File: src/rtl/ov7670_stream_gen_if.sv
// OV7670 camera-side pixel bus: emulated pclk, frame/line syncs and data byte.
// The sensor side drives through master; a capture block listens through slave.
interface ov7670_stream_gen_if;
   logic       pclk;
   logic       vsync;
   logic       href;
   logic [7:0] d;

   modport master (output pclk, output vsync, output href, output d);
   modport slave  (input  pclk, input  vsync, input  href, input  d);
endinterface

File: src/rtl/ov7670_stream_gen.sv
// OV7670 emulator: VGA-style frame timing with RGB444 test patterns.
// Optional per-frame CRC-16-CCITT of active bytes when STREAM_CRC_EN is defined.
module ov7670_stream_gen #(
   parameter int H_ACTIVE = 640,
   parameter int H_BLANK  = 144,
   parameter int V_SYNC   = 3,
   parameter int V_BACK   = 17,
   parameter int V_ACTIVE = 480,
   parameter int V_FRONT  = 10
) (
   input  logic                 clk,
   input  logic                 reset,
   input  logic                 enable,
   input  logic [1:0]           pattern_sel,
   input  logic [11:0]          solid_rgb,
   ov7670_stream_gen_if.master  cam,
   output logic                 frame_done,
   output logic [15:0]          frame_count,
   output logic [15:0]          frame_crc
);

   localparam int L  = 2 * (H_ACTIVE + H_BLANK);
   localparam int LF = V_SYNC + V_BACK + V_ACTIVE + V_FRONT;
   localparam logic [15:0] COL_LAST  = 16'(L - 1);
   localparam logic [15:0] LINE_LAST = 16'(LF - 1);
   localparam logic [15:0] Y0        = 16'(V_SYNC + V_BACK);
   localparam logic [15:0] Y1        = 16'(V_SYNC + V_BACK + V_ACTIVE);
   localparam logic [15:0] VS        = 16'(V_SYNC);
   localparam logic [15:0] HA2       = 16'(2 * H_ACTIVE);
   localparam logic [15:0] BW_LAST   = 16'(H_ACTIVE / 8 - 1);
   localparam logic [5:0]  Y0_6      = 6'(V_SYNC + V_BACK);

   typedef enum logic {S_IDLE, S_RUN} state_t;

   state_t      r_state;
   logic        r_pclk, r_vsync, r_href, r_done;
   logic [7:0]  r_d;
   logic [15:0] r_col, r_line, r_bcnt, r_fcount;
   logic [2:0]  r_bar;
   logic [1:0]  r_pat;
   logic [11:0] r_solid;

   logic        w_last, w_start, w_stop, w_adv, w_run;
   logic [15:0] w_ncol, w_nline, w_nbcnt;
   logic [2:0]  w_nbar;
   logic [1:0]  w_pat;
   logic [11:0] w_solid;
   logic [9:0]  w_x;
   logic [5:0]  w_y;
   logic [3:0]  w_r, w_g, w_b;
   logic        w_vsync, w_href;
   logic [7:0]  w_byte;

   always_comb begin
      w_last  = (r_state == S_RUN) && (r_col == COL_LAST) && (r_line == LINE_LAST);
      w_start = r_pclk && enable && ((r_state == S_IDLE) || w_last);
      w_stop  = r_pclk && w_last && !enable;
      w_adv   = r_pclk && (r_state == S_RUN) && !w_last;
      w_run   = w_start || w_adv;
      w_ncol  = 16'd0;
      w_nline = 16'd0;
      if (w_adv) begin
         if (r_col == COL_LAST) begin
            w_nline = r_line + 16'd1;
         end else begin
            w_ncol  = r_col + 16'd1;
            w_nline = r_line;
         end
      end
      // Bar index tracked incrementally, restarting at every line start
      w_nbar  = 3'd0;
      w_nbcnt = 16'd0;
      if (w_adv && (w_ncol != 16'd0)) begin
         w_nbar  = r_bar;
         w_nbcnt = r_bcnt;
         if (!w_ncol[0]) begin
            if (r_bcnt == BW_LAST) begin
               w_nbcnt = 16'd0;
               w_nbar  = r_bar + 3'd1;
            end else begin
               w_nbcnt = r_bcnt + 16'd1;
            end
         end
      end
      w_pat   = w_start ? pattern_sel : r_pat;
      w_solid = w_start ? solid_rgb : r_solid;
      w_x     = w_ncol[10:1];
      w_y     = w_nline[5:0] - Y0_6;
      w_r     = 4'h0;
      w_g     = 4'h0;
      w_b     = 4'h0;
      unique case (w_pat)
         2'd0: begin
            w_r = {4{~w_nbar[2]}};
            w_g = {4{~w_nbar[1]}};
            w_b = {4{~w_nbar[0]}};
         end
         2'd1: begin
            w_r = w_x[9:6];
            w_g = w_x[9:6];
            w_b = w_x[9:6];
         end
         2'd2: {w_r, w_g, w_b} = (w_x[5] ^ w_y[5]) ? 12'hFFF : 12'h000;
         2'd3: {w_r, w_g, w_b} = w_solid;
      endcase
      w_vsync = w_run && (w_nline < VS);
      w_href  = w_run && (w_nline >= Y0) && (w_nline < Y1) && (w_ncol < HA2);
      w_byte  = 8'h00;
      if (w_href) w_byte = w_ncol[0] ? {w_g, w_b} : {4'h0, w_r};
   end

   always_ff @(posedge clk) begin
      if (reset) begin
         r_state  <= S_IDLE;
         r_pclk   <= 1'b0;
         r_vsync  <= 1'b0;
         r_href   <= 1'b0;
         r_d      <= 8'h00;
         r_done   <= 1'b0;
         r_col    <= 16'd0;
         r_line   <= 16'd0;
         r_bcnt   <= 16'd0;
         r_bar    <= 3'd0;
         r_pat    <= 2'd0;
         r_solid  <= 12'h000;
         r_fcount <= 16'd0;
      end else begin
         r_pclk <= ~r_pclk;
         r_done <= 1'b0;
         if (w_run || w_stop) begin
            r_state <= w_run ? S_RUN : S_IDLE;
            r_col   <= w_ncol;
            r_line  <= w_nline;
            r_bcnt  <= w_nbcnt;
            r_bar   <= w_nbar;
            r_vsync <= w_vsync;
            r_href  <= w_href;
            r_d     <= w_byte;
         end
         if (w_start) begin
            r_pat   <= pattern_sel;
            r_solid <= solid_rgb;
         end
         if (r_pclk && w_last) begin
            r_done   <= 1'b1;
            r_fcount <= r_fcount + 16'd1;
         end
      end
   end

   assign cam.pclk    = r_pclk;
   assign cam.vsync   = r_vsync;
   assign cam.href    = r_href;
   assign cam.d       = r_d;
   assign frame_done  = r_done;
   assign frame_count = r_fcount;

`ifdef STREAM_CRC_EN
   function automatic logic [15:0] crc_byte(input logic [15:0] c, input logic [7:0] b);
      logic [15:0] v;
      v = c ^ {b, 8'h00};
      for (int i = 0; i < 8; i++) v = v[15] ? ((v << 1) ^ 16'h1021) : (v << 1);
      return v;
   endfunction

   logic [15:0] r_crc, r_fcrc;

   always_ff @(posedge clk) begin
      if (reset) begin
         r_crc  <= 16'h0000;
         r_fcrc <= 16'h0000;
      end else begin
         if (w_start) r_crc <= w_href ? crc_byte(16'hFFFF, w_byte) : 16'hFFFF;
         else if (w_adv && w_href) r_crc <= crc_byte(r_crc, w_byte);
         if (r_pclk && w_last) r_fcrc <= r_crc;
      end
   end

   assign frame_crc = r_fcrc;
`else
   assign frame_crc = 16'h0000;
`endif

endmodule

File: src/flat_wrapper.sv
// flat-port wrapper written by rule: the top's interface ports become plain ports
module ov7670_stream_gen_flat 
#(
   parameter int H_ACTIVE = 640,
   parameter int H_BLANK  = 144,
   parameter int V_SYNC   = 3,
   parameter int V_BACK   = 17,
   parameter int V_ACTIVE = 480,
   parameter int V_FRONT  = 10
)
  (clk, reset, enable, pattern_sel, solid_rgb, frame_done, frame_count, frame_crc, cam_pclk, cam_vsync, cam_href, cam_d);
  ov7670_stream_gen_if cam_i ();
  input  logic clk;
  input  logic reset;
  input  logic enable;
  input  logic [1:0] pattern_sel;
  input  logic [11:0] solid_rgb;
  output logic frame_done;
  output logic [15:0] frame_count;
  output logic [15:0] frame_crc;
  output wire logic [$bits(cam_i.pclk)-1:0] cam_pclk;
  output wire logic [$bits(cam_i.vsync)-1:0] cam_vsync;
  output wire logic [$bits(cam_i.href)-1:0] cam_href;
  output wire logic [$bits(cam_i.d)-1:0] cam_d;
  assign cam_pclk = cam_i.pclk;
  assign cam_vsync = cam_i.vsync;
  assign cam_href = cam_i.href;
  assign cam_d = cam_i.d;
  ov7670_stream_gen #(.H_ACTIVE(H_ACTIVE), .H_BLANK(H_BLANK), .V_SYNC(V_SYNC), .V_BACK(V_BACK), .V_ACTIVE(V_ACTIVE), .V_FRONT(V_FRONT)) u_core (.clk(clk), .reset(reset), .enable(enable), .pattern_sel(pattern_sel), .solid_rgb(solid_rgb), .cam(cam_i), .frame_done(frame_done), .frame_count(frame_count), .frame_crc(frame_crc));
endmodule
File: config.mk
export PLATFORM = sky130hd
export DESIGN_NAME = ov7670_stream_gen_flat
export DESIGN_NICKNAME = d
export VERILOG_FILES = /design/src/rtl/ov7670_stream_gen_if.sv /design/src/rtl/ov7670_stream_gen.sv /design/src/flat_wrapper.sv
export SDC_FILE = /design/constraint.sdc
export NUM_CORES = 1
export LEC_CHECK = 0
export BUFFER_PORTS_ARGS = -buffer_cell sky130_fd_sc_hd__buf_2
export CAP_MARGIN = 20
export CORE_MARGIN = 2
export CORE_UTILIZATION = 52
export DETAILED_ROUTE_END_ITERATION = 6
export GPL_TIMING_DRIVEN = 0
export PLACE_DENSITY_LB_ADDON = 0.05
export SLEW_MARGIN = 20
export SYNTH_ARGS = -nofsm -noshare
export SYNTH_HDL_FRONTEND = slang
export SYNTH_SLANG_ARGS = --single-unit
File: constraint.sdc
create_clock -name clk -period 9.8 [get_ports clk]
set_clock_uncertainty 0.2 [all_clocks]
set_input_delay 2.94 -clock clk [delete_from_list [all_inputs] [get_ports clk]]
set_output_delay 2.94 -clock clk [all_outputs]
set_load 0.01 [all_outputs]
==> results.md, run 1 <==
- Relative to the synthesized area, the layout overhead comes to 11.2%.
- The peak supply drop is 0.000116 V.
- The I/O pin count is 61.
- Sequential cells were found to cover 33.0% of the synthesized design area.
- Total power for the finished layout comes to 723 uW.
- The final wirelength is 14.9 mm.
- The non-filler instance count after layout is 945.
- Buffers placed on the I/O ports in this run total 41.
- The least setup slack across all paths after layout is 4.85 ns.
- The final standard cell utilization of the core is 58.8%.
- For the worst setup path, the data arrival time is 5.06 ns.
- The number of failing hold endpoints at the final stage is 0.
- Among all flip-flop cells after synthesis, the most frequent one is dfxtp_1.
- The flow ran to the end, and the final reports show no timing, DRC or antenna violations.
- The synthesized design contains 94 register bits.
- The congestion estimate from routability-driven global placement came to 0.943.
- The gate count after technology mapping is 734.
- Setup repair after global routing left no endpoint under its margin.
- The overall via count from detail_route is 5504.
- The startpoint kind of the worst setup timing path is an input pin.
- The worst path needs 4.95 ns of the cycle, external delays included.
- The number of cell rows is 38.
- Data on the critical path is required at its endpoint by 9.91 ns.
- The summed negative setup slack over all endpoints is 0 ns.
- The number of buffers added by the clock tree synthesis step is 9.
- The max-slew violation count is 0.
- The number of setup violations in the final report is 0.
- The post-cts resize count is 0.
- The nature of the critical path endpoint is a flop.
- The tool flagged a number of max-cap violations equal to 0.
- The share of flip-flops with an asynchronous set or reset is 0%.
- The slew at the pin closest to its max-slew limit is 0.984 ns.
- In this run the worst path has a maximum fanout of 10.
- The combined area of all synthesized cells is 5710 um2.
- The wire length of the first global-routing pass is 24.2 mm.
- In this run, synthesis inferred 0 flip-flops with an integrated enable.
- In this run the static leakage power is 0.00243 uW.
- The critical path is of the input pin to flop type.
- The total overflow reported by the global router is 0.
- The clock latency reported for the late side of the worst-skew pair is 0.39 ns.
- In this run, placement finished with an instance count of 930.
- The number of different library cells used by synthesis comes to 75.
- The diode insertion count for antenna repair is 0.
- The kind of path behind the tightest hold check is flop to flop.
- Of the cells placed in the final design, the portion with a size suffix greater than 1 is 15.9%.
- The die covers 11800 um2.
- The cell taking the most area after synthesis is dfxtp_1.
- The average wire per standard cell is 15.8 um.
- By area the synthesized netlist is led by dfxtp_1, nand2_1, nor2_1, a21oi_1, o21ai_0.
- The die width is 109 um.
- The first detailed-routing pass ran for 5 iterations.
- The height of the die is 109 um.
- The buffers inserted during post-CTS setup optimization is 0.
- The TritonCTS clock tree is done.
- The share of synthesized area in the top cell type comes to 33.0%.
- The combined global-route utilization of all metal layers is 26.2%.
- After layout, the worst path uses 50.5% of the clock period.
- The total DRC errors in the routed layout is 0.
- After clock tree synthesis, the flow added hold-fix buffers numbering 0.
- In this run the number of H-tree levels came out at 3.
- Clock tree synthesis selected as its root buffer the cell clkbuf_8.
- The remaining antenna violation count after routing is 0.
- The timing-limited maximum frequency is 0.202 GHz.
- The clock passes through at most 2 buffers.
- The power density normalized to cell area is 114 nW/um2.
- The clock transition at the registers of the reported paths is 0.09 ns.
- The initial antenna violation count is 0.
- For this configuration, the core starts out at a cell density of 52.9%.
- The number of global-route vias before repair came to 5030.
- The average cell area after synthesis is 7.78 um2.
- Before CTS, the worst setup slack after placement is 4.52 ns.
- After floorplanning, the core was sized to cover 10800 um2.
- In the routed layout, each cell is associated on average with a via count of 5.82.
- Entering global routing, the biggest net connects 16 pins.
- The count of synthesis-stage warnings from yosys is 0.
- After filler insertion, the fill cell instance count of the layout stands at 1003.
- The relative max-transition margin is 33.8%.
- The DRC marker count from the first detailed-route iteration is 329.
- The clock net sink count is 94.
- For this run, the post-layout net count is 824.
- The half-perimeter wire length after detailed placement is 10.7 mm.
-- power by group --
group / internal [uW] / switching, uW
Sequential: 386 / 2.92
Combinational: 22.7 / 41.5
Clock: 125 / 146
-- cells by family (layout without fill, tap and decap cells) --
group / after synthesis / after routing / synth area share (%)
AOI/OAI and AO/OA: 151 / 151 / 16.3
adders and majority gates: 6 / 6 / 1.31
and+or+nand+nor: 354 / 354 / 32.8
buffers and inverters: 73 / 129 / 7.62
other: 1 / 16 / 0.0657
muxes: 21 / 21 / 3.72
xor gates and xnor gates: 34 / 34 / 5.21
DFF: 94 / 94 / 33.0
-- cells in the mapped netlist, types with 4 or more instances --
library cell	n
dfxtp_1	94
nand2_1	91
nor2_1	86
a21oi_1	59
o21ai_0	43
nand3_1	32
nor3_1	24
clkbuf_1	23
xnor2_1	22
buf_4	20
mux2i_1	19
and3_1	17
nand4_1	17
or3_1	17
nor4_1	14
buf_2	12
xor2_1	12
o211ai_1	8
buf_6	6
ha_1	6
a311oi_1	5
and2_1	5
and4_1	5
inv_1	5
nand2b_1	5
o21ai_1	5
a22oi_1	4
nand4b_1	4
or3b_1	4
-- metrics by stage --
step                hold slack, ns  area [um2]
finish                       0.257        6350
detailed placement           0.242        6150
global route                 0.286        6350
CTS                          0.256        6350
floorplan                    0.254        5770
global placement             0.236        6150
-- cell type report --
| class | count | area [um2] | area share, % |
|---|---|---|---|
| Sequential cell | 94 | 1880 | 29.6 |
| Multi-Input combinational cell | 582 | 3460 | 54.4 |
| Clock inverter | 4 | 55.1 | 0.867 |
| Inverter | 5 | 18.8 | 0.296 |
| Tap cell | 140 | 175 | 2.76 |
| Buffer | 68 | 417 | 6.56 |
| Timing Repair Buffer | 41 | 205 | 3.23 |
| Clock buffer | 11 | 141 | 2.23 |
-- path summary, 6_finish.rpt --
path | cells after the start | to | startpoint | slack [ns]
setup reg to reg | 12 | u_core.r_bcnt[14] | u_core.r_col[0] | 5.67
hold reg to reg | 2 | u_core.cam.d[5] | u_core.cam.d[5] | 0.26
setup / recovery | 7 | u_core.r_bcnt[8] | enable | 4.85
hold / removal | 2 | u_core.cam.d[5] | u_core.cam.d[5] | 0.26
-- cells in the final DEF, fill, tap and decap left out, drive strengths merged, types with 3 or more instances in the layout --
cell type      netlist  layout
nand4b               4       4
nor2                86      86
a21o                 4       4
xor2                12      12
a31o                 3       3
a211oi               3       3
and2                 6       6
nand2b               5       5
or3                 18      18
and4                 5       5
and3                17      17
nor4                18      18
nand2               92      92
a311oi               5       5
inv                  5       6
a22oi                4       4
o21ai               49      49
o211ai               9       9
or2                  3       3
nor2b                3       3
nand4               18      18
or4                  5       5
nand3               33      33
clkbuf              26      37
mux2i               19      19
xnor2               22      22
ha                   6       6
conb                 1      16
or3b                 5       5
dfxtp               94      94
a21oi               59      59
nor3                26      26
clkdlybuf4s50        3       3
buf                 39      80
-- state kept, by name, indices dropped and copies added (netlist names) --
register,count
u_core.cam.href,1
u_core.r_pat,2
u_core.r_solid,12
u_core.frame_count,16
u_core.r_bar,3
u_core.cam.d,8
u_core.cam.vsync,1
u_core.frame_done,1
u_core.cam.pclk,1
u_core.r_bcnt,16
u_core.r_state,1
u_core.r_col,16
u_core.r_line,16
-- per-layer routing --
metal	vias up	track usage, %	part of all wire (%)
li1	2717	-	-
met1	2581	33.6	44
met2	166	43.5	47
met3	40	3.41	4.9
met4	0	12.5	3.4
met5	-	0	0
-- worst max-delay path: stages --
cell and delay, ns:
buf_2 0.11, o21a_1 0.12, clkbuf_1 0.55, nand2_2 0.29, or3_1 0.45, or4_1 0.43
a21oi_1 0.17
Note: power is estimated with default switching activity, not from simulation.
==> run 2: changes to the inputs <==
==> constraint.sdc (replaced) <==
create_clock -name clk -period 4.1 [get_ports clk]
set_clock_uncertainty 0.2 [all_clocks]
set_input_delay 1.23 -clock clk [delete_from_list [all_inputs] [get_ports clk]]
set_output_delay 1.23 -clock clk [all_outputs]
set_load 0.01 [all_outputs]
==> results.md, run 2 (synthesis gave the netlist of run 1 again) <==
- Setup repair after global routing left no endpoint under its margin.
- The count of input and output buffers came to 41 (unchanged).
- The combined area of the multi-input logic cells was 3500 um2 (+1.2%).
- The number of vias per cell after detailed routing is 5.78 (-0.73%).
- The remaining antenna violation count after routing came to 0 (unchanged).
- Compared with the post-synthesis result, the final layout area differs by 11.9%.
- The cell total after placement is 930 (unchanged).
- The peak supply drop is 0.000276 V (+140%).
- The proportion of layout cells with a drive suffix above 1 is 16.7% (+0.77 points).
- The final wirelength is 14.9 mm (-0.11%).
- The met1 layer wirelength in the final routing is 6.65 mm (+0.32%).
- The initial antenna violation count is 0 (unchanged).
- The combined global-route utilization of all metal layers was 26.2% (unchanged).
- The required time at the endpoint of the critical path came to 4.21 ns (-5.70 ns).
- The diode insertion count for antenna repair is 0 (unchanged).
- The overall via count from detail_route was 5458 (-0.84%).
- STA classifies the critical path endpoint as a flop.
- The cell family contributing the most delay on the critical path is simple AND/OR/NAND/NOR gates.
- The start-to-end type of the worst setup path is flop to flop.
- The number of global-route vias before repair is 5030 (unchanged).
- The first-pass detailed-route iteration total came to 5 (unchanged).
- For the finished layout, the period the worst path requires is 3.88 ns.
- The routability congestion estimate from global placement is 0.943 (unchanged).
- The number of max-cap violations was 0 (unchanged).
- The largest net degree at the start of global routing came to 16 (unchanged).
- The total core area was 10800 um2 (unchanged).
- The clock transition at the registers of the reported paths was 0.09 ns (about the same).
- The starting density of the core is 52.9% (unchanged).
- The number of cell rows is 38 (unchanged).
- The non-filler instance count after layout is 944 (-0.11%).
- The number of buffers added by the clock tree synthesis step is 9 (unchanged).
- The number of setup violations in the final report is 0 (unchanged).
- The total overflow reported by the global router came to 0 (unchanged).
- The max-slew violation count was 0 (unchanged).
- The timing-limited maximum frequency is 0.257 GHz.
- The half-perimeter wire length after detailed placement was 10.7 mm (unchanged).
- The detailed-routed wire length on met2 came to 7.01 mm (-0.50%).
- The critical path buffer and inverter count came to 2 (unchanged).
- The peak per-stage delay on the critical path came to 0.67 ns (+0.12 ns).
- The power density normalized to cell area is 271 nW/um2 (+140%).
- The clock latency reported for the late side of the worst-skew pair is 0.38 ns (about the same).
- The number of inserted filler cells in the final layout is 999 (-0.40%).
- The overall power is 1730 uW (+140%).
- The path class of the tightest hold or removal check is flop to flop.
- The number of failing hold endpoints at the final stage is 0 (unchanged).
- The length of routed met3 wiring is 724 um (-1.9%).
- The number of hold buffers added after cts is 0 (unchanged).
- The clock tree root buffer cell is clkbuf_8.
- The H-tree depth came to 3 (unchanged).
- The slew at the pin closest to its max-slew limit was 0.917 ns (-0.0665 ns).
- The summed negative setup slack over all endpoints is 0 ns (unchanged).
- Walking the worst path, the cells encountered are ha_1, clkbuf_2, nand4_2, nor4_2, and4_1, buf_2, nand3_1, o21ai_0, o2111ai_4, nor4_4, a21bo_4, o21ai_1.
- The I/O pin count is 61 (unchanged).
- The wire length of the first global-routing pass is 24.2 mm (unchanged).
- The die footprint is 11800 um2 (unchanged).
- The largest individual stage delay along the critical path comes from the cell nor4_2.
- The DRC marker count from the first detailed-route iteration is 303 (-7.9%).
- The die width was 109 um (unchanged).
- The deepest clock path buffer count is 2 (unchanged).
- The final standard cell utilization of the core is 59.2% (+0.36 points).
- The relative max-transition margin is 38.4% (+4.6 points).
- The height of the die was 109 um (unchanged).
- In the layout the commonest cells are dfxtp_1, nand2_1, nor2_1.
- The startpoint kind of the worst setup timing path is a flop.
- The TritonCTS clock tree is done.
- The most frequent standard cell in the layout excluding fill and tap cells is dfxtp_1.
- The maximum fanout along the worst path is 10 (unchanged).
- The highest layer used for signal routing is met4.
- The total DRC errors in the routed layout is 0 (unchanged).
- The critical path data arrival time is 4.00 ns (-1.06 ns).
- The flow ran to the end, and the final reports show no timing, DRC or antenna violations.
- The average wire per standard cell is 15.8 um (about the same).
- The clock net sink count is 94 (unchanged).
- The layout net count is 823 (-0.12%).
- The flip-flop and latch area is 1880 um2 (unchanged).
- The leakage power total was 0.00243 uW (+0.17%).
- The ratio of final minimum period to clock period is 94.7%.
## run 2: final timing paths
path / cells after the start / slack, ns / end / from
worst max-delay path: 12 / 0.22 / u_core.cam.d[7] / u_core.r_col[0]
worst min-delay path: 2 / 0.26 / u_core.cam.d[5] / u_core.cam.d[5]
worst max register to register: 12 / 0.22 / u_core.cam.d[7] / u_core.r_col[0]
worst min register to register: 2 / 0.26 / u_core.cam.d[5] / u_core.cam.d[5]
## run 2: metrics by stage
| step | area (um2) | worst slack (ns) | hold slack [ns] |
|---|---|---|---|
| 6_report | 6390 | 0.215 | 0.256 |
| 5_1_grt | 6390 | 0.00114 | 0.286 |
| 4_1_cts | 6350 | 0.0598 | 0.256 |
| 3_5_place_dp | 6150 | 0.105 | 0.242 |
| 3_3_place_gp | 6150 | 0.162 | 0.236 |
| 2_1_floorplan | 5770 | 0.923 | 0.254 |
## run 2: worst register-to-register path: cells and delay by family (launching register included)
family	cells	cell delay, ns
adder cells (fa/ha/maj)	1	0.20
buffers and inverters	2	0.33
AO/OA/AOI/OAI	4	0.80
AND/OR/NAND/NOR	5	1.79
flip-flops	1	0.50
## run 2: where the power goes
group / switching [uW] / internal (uW)
clock network: 347 / 299
registers: 6.93 / 922
logic: 99.5 / 54.3
total: 454 / 1270
## run 2: repair_timing
| item | in CTS | in global routing |
|---|---|---|
| endpoints found under the setup margin | 0 | 23 |
| setup buffers | 0 | 0 |
| resized for setup | 0 | 7 |
| hold endpoints to repair | 0 | 0 |
## run 2: metal layers
metal  up-vias  GRT usage [%]
met5         -              0
met4         0           12.5
met3        38           3.41
met2       167           43.5
met1      2537           33.6
li1       2716              -
## run 2: cell type report
cell class,count,area share (%)
inverters,5,0.294
multi-input cells,582,54.8
clock inverters,4,0.862
plain buffers,67,6.46
well taps,140,2.74
clock buffers,11,2.21
repair buffers,41,3.21
flip-flops and latches,94,29.5
==> run 3: changes to the inputs <==
--- a/config.mk
+++ b/config.mk
@@ -5,8 +5,8 @@
 export SDC_FILE = /design/constraint.sdc
 export NUM_CORES = 1
 export LEC_CHECK = 0
+export ABC_AREA = 1
 export BUFFER_PORTS_ARGS = -buffer_cell sky130_fd_sc_hd__buf_2
-export CAP_MARGIN = 20
 export CORE_MARGIN = 2
 export CORE_UTILIZATION = 52
 export DETAILED_ROUTE_END_ITERATION = 6
==> results.md, run 3 <==
- The flow ran to the end, and the final reports show no timing, DRC or antenna violations.
- From synthesis to final layout, the design area changed by 12.7%.
- The clock net sink count was 94 (unchanged).
- The post-synthesis mux area share was 0.535% (-3.2 points).
- The post-cts resize count came to 0 (unchanged).
- The DRC marker count from the first detailed-route iteration was 353 (+17%).
- The required time at the endpoint of the critical path is 4.21 ns (about the same).
- The worst setup path is captured at a flop.
- The number of max-cap violations was 0 (unchanged).
- The number of cell rows came to 37 (-2.6%).
- By instance count, the leading cell after synthesis is nand2_1.
- The starting density of the core is 53.9% (+1.0 points).
- The number of vias per cell after detailed routing is 5.23 (-9.5%).
- The deepest clock path buffer count is 2 (unchanged).
- The count of synthesis-stage warnings from yosys is 0 (unchanged).
- The routability congestion estimate from global placement is 0.933 (-1.1%).
- The total core area is 10400 um2 (-3.5%).
- The share of the synthesized area in compound gates (AO/OA/AOI/OAI) is 11.4% (-4.9 points).
- The remaining antenna violation count after routing is 0 (unchanged).
- The summed negative setup slack over all endpoints was 0 ns (unchanged).
- The combined global-route utilization of all metal layers is 25.6% (-0.58 points).
- The share of flip-flops with an asynchronous set or reset is 0% (unchanged).
- Traced cell by cell, the critical path runs through inv_1, ha_1, nand2_1, inv_1, nand2_1, nor2_1, nand2_1, nor2_4, nor2_2, buf_2, nand2_1, nand2_1, nor2_1, nand2_1, nand2_1, nor2_2, nand3_1, a21oi_1.
- The simple-gate share of the synthesized area came to 38.9% (+6.2 points).
- The peak per-stage delay on the critical path came to 0.48 ns (-0.19 ns).
- The overall via count from detail_route is 5701 (+4.5%).
- The largest net degree at the start of global routing is 17 (+1).
- The combinational family with the most area after synthesis is simple AND/OR/NAND/NOR gates.
- The average cell area after synthesis came to 6.38 um2 (-18%).
- The count of cell types in the netlist came to 42 (-44%).
- The initial antenna violation count is 0 (unchanged).
- The library cells used most frequently in the layout, excluding fill and tap cells, are nand2_1, dfxtp_1, inv_1.
- The number of register bits inferred by synthesis is 94 (unchanged).
- The relative max-transition margin is 33.6% (-4.8 points).
- The max-slew violation count was 0 (unchanged).
- The library cell used most frequently in the layout, excluding fill and tap cells, is nand2_1.
- The die footprint came to 11600 um2 (-1.6%).
- The number of flops mapped to enable cells by yosys is 0 (unchanged).
- The H-tree depth is 3 (unchanged).
- The combined area of all synthesized cells is 5620 um2 (-1.6%).
- In this run the worst hold path is classified as flop to flop.
- The first-pass detailed-route iteration total is 6 (+1).
- The most used flip-flop cell after synthesis is dfxtp_1.
- The combined area of the multi-input logic cells is 3150 um2 (-10%).
- The sequential cell area fraction in the yosys report came to 33.5% (+0.55 points).
- The global-route met2 utilization is 43.2% (-0.31 points).
- The die width came to 108 um (-0.80%).
- The total DRC errors in the routed layout is 0 (unchanged).
- The cell at the slowest stage of the critical path is dfxtp_1.
- The timing-limited maximum frequency is 0.312 GHz (+21%).
- The power density normalized to cell area is 308 nW/um2 (+14%).
- The number of inserted filler cells in the final layout came to 1057 (+5.8%).
- The clock period minus final worst setup slack came to 3.21 ns (-0.677 ns).
- The number of hold buffers added after cts is 0 (unchanged).
- The biggest area contributor in the post-synthesis netlist is dfxtp_1.
- The number of buffers added by the clock tree synthesis step came to 9 (unchanged).
- By area the synthesized netlist is led by dfxtp_1, nand2_1, nand3_1, a21oi_1, inv_1.
- The post-synthesis adder-cell area fraction is 1.34% (+0.022 points).
- The average wire per standard cell is 13.3 um (-16%).
- STA classifies the critical path startpoint as a flop.
- The slew at the pin closest to its max-slew limit is 0.990 ns (+0.0730 ns).
- The proportion of netlist area held by the largest area contributor is 33.5% (+0.55 points).
- The clock latency reported for the late side of the worst-skew pair is 0.38 ns (about the same).
- By count the netlist is led by nand2_1, dfxtp_1, inv_1.
- The count of input and output buffers is 43 (+4.9%).
- The met3 layer usage reported by global route is 3.80% (+0.39 points).
- The I/O pin count came to 61 (unchanged).
- The met1 track utilization from global routing is 33.0% (-0.58 points).
- The most frequent cell on the critical path is nand2_1.
- The diode insertion count for antenna repair came to 0 (unchanged).
- The finished layout cell area is 6330 um2 (-0.96%).
- The half-perimeter wire length after detailed placement is 11.2 mm (+4.5%).
- The final wirelength is 14.5 mm (-2.6%).
- The TritonCTS clock tree is done.
- The layout net count came to 972 (+18%).
- The area share of xor/xnor cells in the synthesized design is 2.81% (-2.4 points).
- The clock tree root buffer cell is clkbuf_8.
- The total placed instance area is 6060 um2 (-1.5%).
- The leakage power total is 0.00276 uW (+14%).
- The peak supply drop is 0.000208 V (-25%).
- By startpoint and endpoint, the worst setup path is classified as flop to flop.
- The number of failing hold endpoints at the final stage came to 0 (unchanged).
- Setup repair after global routing left no endpoint under its margin.
- The maximum fanout along the worst path is 10 (unchanged).
- In this run the most used layer during global routing was met2.
- The flip-flop and latch area came to 1880 um2 (unchanged).
- The wire length of the first global-routing pass came to 23.7 mm (-2.0%).
- The critical path data arrival time is 3.31 ns (-0.69 ns).
- The total overflow reported by the global router is 0 (unchanged).
- The proportion of layout cells with a drive suffix above 1 came to 13.3% (-3.4 points).
- The number of setup violations in the final report is 0 (unchanged).
- The clock transition at the registers of the reported paths is 0.10 ns (about the same).
- The number of global-route vias before repair is 5071 (+0.82%).
- The buffers inserted during post-CTS setup optimization is 0 (unchanged).
- The gate count after technology mapping is 880 (+20%).
- The height of the die was 108 um (-0.80%).
- The ratio of final minimum period to clock period is 78.2% (-17 points).
-- run 3: changes by cell type after synthesis, moves of 16 or more --
cell / delta
o21ai_0: -18
or3_1: -17
and3_1: -17
nand2_1: +162
xnor2_1: -18
nand3_1: +44
a21oi_1: +16
inv_1: +88
mux2i_1: -16
-- run 3: per-layer routing --
metal,vias up,wire length [um]
met5,-,0
met4,0,308
met3,22,650
met2,131,6920
met1,2604,6640
li1,2944,-
-- run 3: logic make-up (layout without fill, tap and decap cells) --
kind of cell	after synthesis	after routing
simple gates	493	493
buf+inv	146	205
compound gates	119	119
flops	94	94
xor+xnor	18	18
fa+ha+maj	6	6
mux	3	3
other cells	1	16
-- run 3: final timing paths --
check	start	end	slack, ns	depth (start not counted)
max	u_core.r_line[1]	u_core.cam.d[6]	0.89	18
min	u_core.cam.d[4]	u_core.cam.d[4]	0.27	2
max reg2reg	u_core.r_line[1]	u_core.cam.d[6]	0.89	18
min reg2reg	u_core.cam.d[4]	u_core.cam.d[4]	0.27	2
-- run 3: power by group --
group / leakage, uW / total, uW / internal, uW / switching (uW)
sequential: 0.000760 / 936 / 927 / 9.30
clock: 0.000130 / 819 / 470 / 350
combinational: 0.00187 / 191 / 65.2 / 126
total: 0.00276 / 1950 / 1460 / 485
-- run 3: final cells by class --
type                    instances  area share [%]
multi-input cells             655            49.8
flip-flops and latches         94            29.7
inverters                     100            5.93
plain buffers                  46            4.21
repair buffers                 43            3.40
well taps                     136            2.69
clock inverters                 7            2.29
clock buffers                   9            1.96
-- run 3: critical path: cells and delay by family (launching register included) --
family                     cells  cell delay, ns
and+or+nand+nor               13            1.64
adders and majority gates      1            0.18
DFF                            1            0.48
buffers and inverters          3            0.43
AOI/OAI and AO/OA              1            0.18
-- run 3: per-stage QoR --
step | setup slack, ns | hold WS, ns | total power [uW] | util, % | instances
5_1_grt | 0.635 | 0.298 | 2020 | 60.7 | 1090
3_3_place_gp | 0.673 | 0.251 | 1140 | 58.2 | 1074
6_report | 0.892 | 0.268 | 1950 | 60.7 | 1090
3_5_place_dp | 0.668 | 0.254 | 1150 | 58.2 | 1074
4_1_cts | 0.938 | 0.268 | 1960 | 60.7 | 1090
2_1_floorplan | 1.24 | 0.247 | 1100 | - | 895
